### config.mk
export PLATFORM = sky130hd
export DESIGN_NAME = vga_timing_gen
export DESIGN_NICKNAME = d
export VERILOG_FILES = /design/src/rtl/vga_pkg.sv /design/src/rtl/vga_delay_line.sv /design/src/rtl/vga_timing_gen.sv
export SDC_FILE = /design/constraint.sdc
export NUM_CORES = 1
export LEC_CHECK = 0
export ABC_CLOCK_PERIOD_IN_PS = 2700
export BUFFER_PORTS_ARGS = -buffer_cell sky130_fd_sc_hd__buf_4
export CAP_MARGIN = 20
export CORE_MARGIN = 4
export CORE_UTILIZATION = 25
export CTS_BUF_LIST = sky130_fd_sc_hd__clkbuf_16
export DETAILED_ROUTE_END_ITERATION = 10
export SLEW_MARGIN = 10
export SYNTH_ARGS = -nofsm -noshare
export SYNTH_HDL_FRONTEND = slang
export SYNTH_HIERARCHICAL = 1
export SYNTH_SLANG_ARGS = --single-unit
export TNS_END_PERCENT = 10
### constraint.sdc
create_clock -name clock25 -period 2.7 [get_ports clock25]
set_input_delay 0.405 -clock clock25 [delete_from_list [all_inputs] [get_ports clock25]]
set_output_delay 0.405 -clock clock25 [all_outputs]
set_load 0.005 [all_outputs]
### src/rtl/vga_pkg.sv
//==============================================================================
// Module      : vga_pkg
// Description : Shared 640x480@60 timing constants, control bundle type and
//               sync polarity helper for the VGA raster pipeline.
// Revision    : 1.0 - initial release
//==============================================================================
`default_nettype none

package vga_pkg;

    localparam int CNT_W = 10;

    localparam int VGA_H_ACTIVE = 640;
    localparam int VGA_H_FP     = 16;
    localparam int VGA_H_SYNC   = 96;
    localparam int VGA_H_BP     = 48;
    localparam int VGA_V_ACTIVE = 480;
    localparam int VGA_V_FP     = 10;
    localparam int VGA_V_SYNC   = 2;
    localparam int VGA_V_BP     = 33;

    localparam int H_TOTAL      = VGA_H_ACTIVE + VGA_H_FP + VGA_H_SYNC + VGA_H_BP;
    localparam int V_TOTAL      = VGA_V_ACTIVE + VGA_V_FP + VGA_V_SYNC + VGA_V_BP;
    localparam int H_SYNC_START = VGA_H_ACTIVE + VGA_H_FP;
    localparam int H_SYNC_END   = H_SYNC_START + VGA_H_SYNC - 1;
    localparam int V_SYNC_START = VGA_V_ACTIVE + VGA_V_FP;
    localparam int V_SYNC_END   = V_SYNC_START + VGA_V_SYNC - 1;

    typedef struct packed {
        logic frameStart;
        logic lineStart;
        logic vsync;
        logic hsync;
        logic de;
    } ctrl_t;

    localparam int CTRL_W = $bits(ctrl_t);

    // Pin level for a sync pulse given its logical state and polarity.
    function automatic logic syncLevel(input logic active, input logic neg);
        return active ^ neg;
    endfunction

endpackage

`default_nettype wire

### src/rtl/vga_delay_line.sv
//==============================================================================
// Module      : vga_delay_line
// Description : Parameterised WIDTH x DEPTH register chain with enable and
//               asynchronous active-low reset to a configurable value.
// Revision    : 1.0 - initial release
//==============================================================================
`default_nettype none

module vga_delay_line #(
    parameter int               WIDTH   = 5,
    parameter int               DEPTH   = 1,
    parameter logic [WIDTH-1:0] RST_VAL = '0
) (
    input  logic             clk,
    input  logic             rst_n,
    input  logic             en,
    input  logic [WIDTH-1:0] din,
    output logic [WIDTH-1:0] dout
);

    logic [DEPTH*WIDTH-1:0] r_chain;
    logic [DEPTH*WIDTH-1:0] w_next;

    // Newest sample enters at the low end; the oldest leaves from the top.
    if (DEPTH == 1) begin : g_single
        assign w_next = din;
    end else begin : g_multi
        assign w_next = {r_chain[(DEPTH-1)*WIDTH-1:0], din};
    end

    always_ff @(posedge clk or negedge rst_n) begin
        if (!rst_n) begin
            r_chain <= {DEPTH{RST_VAL}};
        end else if (en) begin
            r_chain <= w_next;
        end
    end

    assign dout = r_chain[DEPTH*WIDTH-1 -: WIDTH];

endmodule

`default_nettype wire

### src/rtl/vga_timing_gen.sv
//==============================================================================
// Module      : vga_timing_gen
// Description : VGA raster timing generator: free-running H/V counters, frame
//               counter and registered, optionally delayed sync/enable strobes.
// Revision    : 1.0 - initial release
//==============================================================================
`default_nettype none

module vga_timing_gen
    import vga_pkg::*;
#(
    parameter int H_ACTIVE   = VGA_H_ACTIVE,
    parameter int H_FP       = VGA_H_FP,
    parameter int H_SYNC     = VGA_H_SYNC,
    parameter int H_BP       = VGA_H_BP,
    parameter int V_ACTIVE   = VGA_V_ACTIVE,
    parameter int V_FP       = VGA_V_FP,
    parameter int V_SYNC     = VGA_V_SYNC,
    parameter int V_BP       = VGA_V_BP,
    parameter int SYNC_NEG   = 1,
    parameter int CTRL_DELAY = 0
) (
    input  logic             clock25,
    input  logic             reset_n,
    input  logic             enable,
    output logic [CNT_W-1:0] HorizontalCounter,
    output logic [CNT_W-1:0] VerticalCounter,
    output logic             hsync,
    output logic             vsync,
    output logic             de,
    output logic             lineStart,
    output logic             frameStart,
    output logic [7:0]       frameCount
);

    localparam logic [CNT_W-1:0] c_one       = CNT_W'(1);
    localparam logic [CNT_W-1:0] c_hActive   = CNT_W'(H_ACTIVE);
    localparam logic [CNT_W-1:0] c_vActive   = CNT_W'(V_ACTIVE);
    localparam logic [CNT_W-1:0] c_hLast     = CNT_W'(H_ACTIVE + H_FP + H_SYNC + H_BP - 1);
    localparam logic [CNT_W-1:0] c_vLast     = CNT_W'(V_ACTIVE + V_FP + V_SYNC + V_BP - 1);
    localparam logic [CNT_W-1:0] c_hSyncBeg  = CNT_W'(H_ACTIVE + H_FP);
    localparam logic [CNT_W-1:0] c_hSyncEnd  = CNT_W'(H_ACTIVE + H_FP + H_SYNC - 1);
    localparam logic [CNT_W-1:0] c_vSyncBeg  = CNT_W'(V_ACTIVE + V_FP);
    localparam logic [CNT_W-1:0] c_vSyncEnd  = CNT_W'(V_ACTIVE + V_FP + V_SYNC - 1);
    localparam logic             c_syncNeg   = (SYNC_NEG != 0);
    localparam ctrl_t            c_ctrlRst   = '{frameStart: 1'b0, lineStart: 1'b0,
                                                 vsync: c_syncNeg, hsync: c_syncNeg,
                                                 de: 1'b0};

    logic [CNT_W-1:0] r_hCount;
    logic [CNT_W-1:0] r_vCount;
    logic [7:0]       r_frameCount;
    ctrl_t            w_ctrlIn;
    ctrl_t            w_ctrlOut;

    always_ff @(posedge clock25 or negedge reset_n) begin
        if (!reset_n) begin
            r_hCount     <= '0;
            r_vCount     <= '0;
            r_frameCount <= '0;
        end else if (enable) begin
            if (r_hCount == c_hLast) begin
                r_hCount <= '0;
                if (r_vCount == c_vLast) begin
                    r_vCount     <= '0;
                    r_frameCount <= r_frameCount + 8'd1;
                end else begin
                    r_vCount <= r_vCount + c_one;
                end
            end else begin
                r_hCount <= r_hCount + c_one;
            end
        end
    end

    // Decode of the current counter pair; the delay line's first stage registers it.
    always_comb begin
        w_ctrlIn.de         = (r_hCount < c_hActive) && (r_vCount < c_vActive);
        w_ctrlIn.hsync      = syncLevel((r_hCount >= c_hSyncBeg) && (r_hCount <= c_hSyncEnd),
                                        c_syncNeg);
        w_ctrlIn.vsync      = syncLevel((r_vCount >= c_vSyncBeg) && (r_vCount <= c_vSyncEnd),
                                        c_syncNeg);
        w_ctrlIn.lineStart  = (r_hCount == '0);
        w_ctrlIn.frameStart = (r_hCount == '0) && (r_vCount == '0);
    end

    vga_delay_line #(
        .WIDTH   (CTRL_W),
        .DEPTH   (CTRL_DELAY + 1),
        .RST_VAL (c_ctrlRst)
    ) u_ctrlDelay (
        .clk   (clock25),
        .rst_n (reset_n),
        .en    (enable),
        .din   (w_ctrlIn),
        .dout  (w_ctrlOut)
    );

    assign HorizontalCounter = r_hCount;
    assign VerticalCounter   = r_vCount;
    assign frameCount        = r_frameCount;
    assign hsync             = w_ctrlOut.hsync;
    assign vsync             = w_ctrlOut.vsync;
    assign de                = w_ctrlOut.de;
    assign lineStart         = w_ctrlOut.lineStart;
    assign frameStart        = w_ctrlOut.frameStart;

endmodule

`default_nettype wire
Word level (Yosys, flattened, before mapping)
Index checks and enable logic that the tools add are counted.
{ "op_classes": {"add_sub_neg": 3, "magnitude_cmp": 6, "n_eq_ne": 2, "n_mux": 2, "bitwise": 2, "n_reduce_logical": 8} }
{ "op_table": {"columns": ["op", "count"], "rows": [
  ["$add A10 B1 Y10 const B", 2],
  ["$eq A10 B10 Y1 const B", 2],
  ["$logic_not A10 Y1", 2],
  ["$mux W10", 2],
  ["$ge A10 B10 Y1 const B", 1],
  ["$ge A10 B9 Y1 const B", 1],
  ["$le A10 B10 Y1 const B", 1],
  ["$le A10 B9 Y1 const B", 1],
  ["$lt A10 B10 Y1 const B", 1],
  ["$lt A10 B9 Y1 const B", 1],
  ["$add A8 B1 Y8 const B", 1],
  ["$logic_and A1 B1 Y1", 4],
  ["$reduce_and A3 Y1", 1],
  ["$not A1 Y1", 2],
  ["$reduce_and A2 Y1", 1]
]} }
{ "totals": {"reg_bits": 33, "input_bits": 3, "out_inout_bits": 33, "wordCells": 27} }

Logic depth before layout (Yosys ltp)
{ "depth": {"ltp_word": 3, "depth_mapped": 7, "depth_no_buf": 6} }

By module
Netlist, hierarchy kept.
{ "modules_own_cells": {"columns": ["module", "instances", "cells_per_inst", "area_per_inst_um2", "seq_area_each_um2"], "rows": [
  ["vga_timing_gen", 1, 159, 1569.0, 700.7],
  ["vga_delay_line", 1, 10, 183.9, 127.6]
]} }

Worst setup path after synthesis
OpenSTA, ideal clock, no wires.
{ "synth_path": {"kind": "flip-flop to flip-flop", "start": "reg r_vCount[0], in the netlist VerticalCounter[0]", "end": "reg r_frameCount[1], in the netlist frameCount[1]", "setup_ns": 0.128, "arrival_ns": 1.553, "t_required_ns": 2.572, "setup_slack_ns": 1.020, "path_stages_with_launch": 7, "path_buffers": 0, "period_less_slack_ns": 1.680, "path_cell_list": "dfrtp_1 -> inv_1 -> ha_1 -> and4b_1 -> nand3_1 -> nor2_1 -> mux2_1"} }
{ "synth_via": {"elab_chain_len": 2} }
{ "synth_rtl": {"columns": ["item", "line", "rtl"], "rows": [
  ["start, declared", "vga_timing_gen.sv:51", "logic [CNT_W-1:0] r_vCount;"],
  ["start signal, assigned", "vga_timing_gen.sv:68", "r_vCount <= r_vCount + c_one;"],
  ["$eq A10 B10 Y1", "vga_timing_gen.sv:64", "if (r_vCount == c_vLast) begin"],
  ["$reduce_and A3 Y1 (no source line)", null, null],
  ["end signal, assigned", "vga_timing_gen.sv:66", "r_frameCount <= r_frameCount + 8'd1;"],
  ["end, declared", "vga_timing_gen.sv:52", "logic [7:0] r_frameCount;"]
]} }
Every way passes these cells.
A chain may end at the register's enable or synchronous reset.

Final worst setup path
{ "layout_path": {"start": "reg r_hCount[1], in the netlist HorizontalCounter[1]", "end": "reg r_frameCount[1], in the netlist frameCount[1]"} }
{ "layout_via": {"elab_chain_len": 2} }
{ "layout_rtl": {"columns": ["item", "line", "rtl"], "rows": [
  ["start, declared", "vga_timing_gen.sv:50", "logic [CNT_W-1:0] r_hCount;"],
  ["start signal, assigned", "vga_timing_gen.sv:71", "r_hCount <= r_hCount + c_one;"],
  ["$eq A10 B10 Y1", "vga_timing_gen.sv:62", "if (r_hCount == c_hLast) begin"],
  ["$reduce_and A3 Y1 (no source line)", null, null]
]} }
Every way passes these cells.

==> impl_metrics.yaml <==
finish:
  multi_input_area_um2: 855
  fill_cells: 704
  layout.cells.most_common: "buf_4"
  drive_gt1_share_pct: 26.7
  synthToLayoutAreaGrowth_pct: 26.7
  fin_nets: 210
  instances_no_fill: 298
  final-seq-area_um2: 828
  finalInstanceArea_mm2: 0.00222
  layout_common_cells: "35 x buf_4, 31 x dfrtp_1, 18 x nand3_1, 11 x xor2_1, 10 x nand2_1"
  antenna_cells: 0
synthesis:
  yosysTopAreaCell: "dfrtp_1"
  synthFlopType: "dfrtp_1"
  netlist_area_mm2: 0.00175
  ys_types: 37
  syn_inst: 169
  synth_top_area_share_pct: 44.3
  async_flop_share_pct: 100
  synth_area_leaders: "dfrtp_1 44%, xor2_1 5.5%, nand3_1 5.1%, ha_1 3.6%, mux2_2 3.2%"
  synth_edf_count: 0
  syn-num-nets: 177
  ys_warn_count: 6
  syn_avg_cell_area_um2: 10.4
  ys_ff_latch: 33
  seq_area_frac_synth_pct: 47.3
worst_setup_path:
  cp.required_ps: 2850
  path_cells: "ha_1 > and4_1 > nand4_2 > nor2_1 > mux2_1"
  cp.arrival_ps: 2120
  path_class: "register to register"
  rrSetupSlack_ps: 730
  slowest_delay_ps: 400
  cp-start-kind: "register"
  cp_slowest_cell: "dfrtp_1"
  cp_max_fo: 12
  crit_path_end_kind: "register"
timing:
  slew-limit-headroom_pct: 66.4
  skew_ps: 4.13
  worst_slew_pin_slew_ps: 505
  finalHoldViolCount: 0
  rsz0062_at_grt: "false"
  setup_slack_ps: 731
  setup_tns_ps: 0
  finalSetupViolations: 0
  report.final.slew_viol_count: 0
  max_freq_mhz: 508
  fin_crit_ps: 1970
  finalCritPeriodShare_pct: 72.9
placed_design:
  place_ws_ps: 751
  gp_congestion: 0.730
  place.port_buffers: 35
  place_area_mm2: 0.00209
  hpwl_um: 2870
  place_inst: 291
floorplanning:
  initial_core_util_pct: 25.8
  core_area_mm2: 0.00679
  die_w_um: 91.7
  dieArea_mm2: 0.00842
  rows: 30
  die_h_um: 91.7
  pin_count: 36
clock_tree:
  holdBufCountCts: 0
  post-cts-setup-buffer-count: 0
  cts_tree: "yes"
  clockRootBuffer: "clkbuf_16"
  cts_buffer_depth: 2
  clock_sinks: 33
  post_cts_resized: 0
  ctsHtreeMaxLevel: 2
  cts-buffers-inserted: 5
  clock_latency_ps: 270
  clkSlewWorstSetupHoldPaths_ps: 50
outcome:
  status: "completed"
pwr:
  vdd_ir_drop_max_uv: 301
  power.total_mw: 1.37
  power_density_mw_per_mm2: 618
  power_leakage_nw: 1.04
global_routing:
  grt_max_degree: 34
  grt_overflow_total: 0
  grt_pass1_wl_um: 6900
  grt_pass1_vias: 1375
  antenna_found_initial: 0
  track_usage_pct: 10.2
detailed_routing:
  vias: 1320
  wl_um: 3970
  first_pass_iters: 4
  dr.first_iter.drc_count: 58
  wl_per_cell_um: 13.3
  ant_nets: 0
  drc: 0
  via_per_inst: 4.43
flow_run:
  drv_cap: 0
hold_path:
  hp-class: "input port to asynchronous set/reset pin"
[critical path: cells and delay by family, from the launching register on]
kind                       cells  cell delay, ps
and+or+nand+nor                3             890
DFF                            1             400
muxes                          1             340
adders and majority gates      1             220
[registers in the layout, summed over array words and instances, names as in the netlist]
name / count
frameCount: 8
VerticalCounter: 10
u_ctrlDelay/dout: 5
HorizontalCounter: 10
[report_power, final]
part | switching [mW] | internal (mW)
Sequential | 0.0915 | 0.540
Clock | 0.191 | 0.329
Combinational | 0.0922 | 0.128
[final timing paths]
check	startpoint	end	cells after the start
worst max-delay path	HorizontalCounter[1]	frameCount[1]	5
worst min-delay path	reset_n	frameCount[4]	1
worst max register to register	HorizontalCounter[1]	frameCount[1]	5
worst min register to register	frameCount[7]	frameCount[7]	1
max in group asynchronous	reset_n	u_ctrlDelay/dout[1]	1
min in group clock25	enable	HorizontalCounter[0]	2
[metal layers]
| metal | vias to the layer above | GRT usage, % | routed length (um) |
|---|---|---|---|
| li1 | 674 | - | - |
| met1 | 609 | 14.2 | 1960 |
| met2 | 29 | 14.7 | 1710 |
| met3 | 8 | 3.45 | 240 |
| met4 | 0 | 3.71 | 61 |
| met5 | - | 0 | 0 |
[metrics by stage]
stage | util [%] | hold slack, ps
after floorplan | - | 109
after global placement | 30.7 | 379
after detailed placement | 30.7 | 387
after CTS | 32.7 | 94.0
after global routing | 32.7 | 114
final | 32.7 | 68.9
[cell type report]
| type | count | share of cell area (%) |
|---|---|---|
| clock inverter | 2 | 0.338 |
| inverter | 6 | 1.01 |
| tap | 96 | 5.41 |
| multi-input combinational | 121 | 38.5 |
| sequential | 33 | 37.3 |
| clock buffer | 5 | 5.63 |
| timing repair buffer | 35 | 11.8 |
[cells by family (layout without fill, tap and decap cells)]
kind of cell | Yosys count | in the layout | synth area share, %
xor+xnor | 17 | 17 | 8.49
flops | 33 | 33 | 47.3
buf+inv | 15 | 48 | 4.00
mux | 8 | 8 | 5.00
fa+ha+maj | 5 | 5 | 3.57
compound gates | 15 | 15 | 5.21
simple gates | 76 | 76 | 26.5
[Yosys cell counts, types with 6 or more instances]
cell,number
inv_1,6
nand4_1,8
nand3_1,18
xor2_1,11
xnor2_1,6
nand2_1,10
dfrtp_1,31
o21ai_1,6
nor3_1,6
nor2_1,9
No activity file was read; power rests on OpenSTA's default activity.
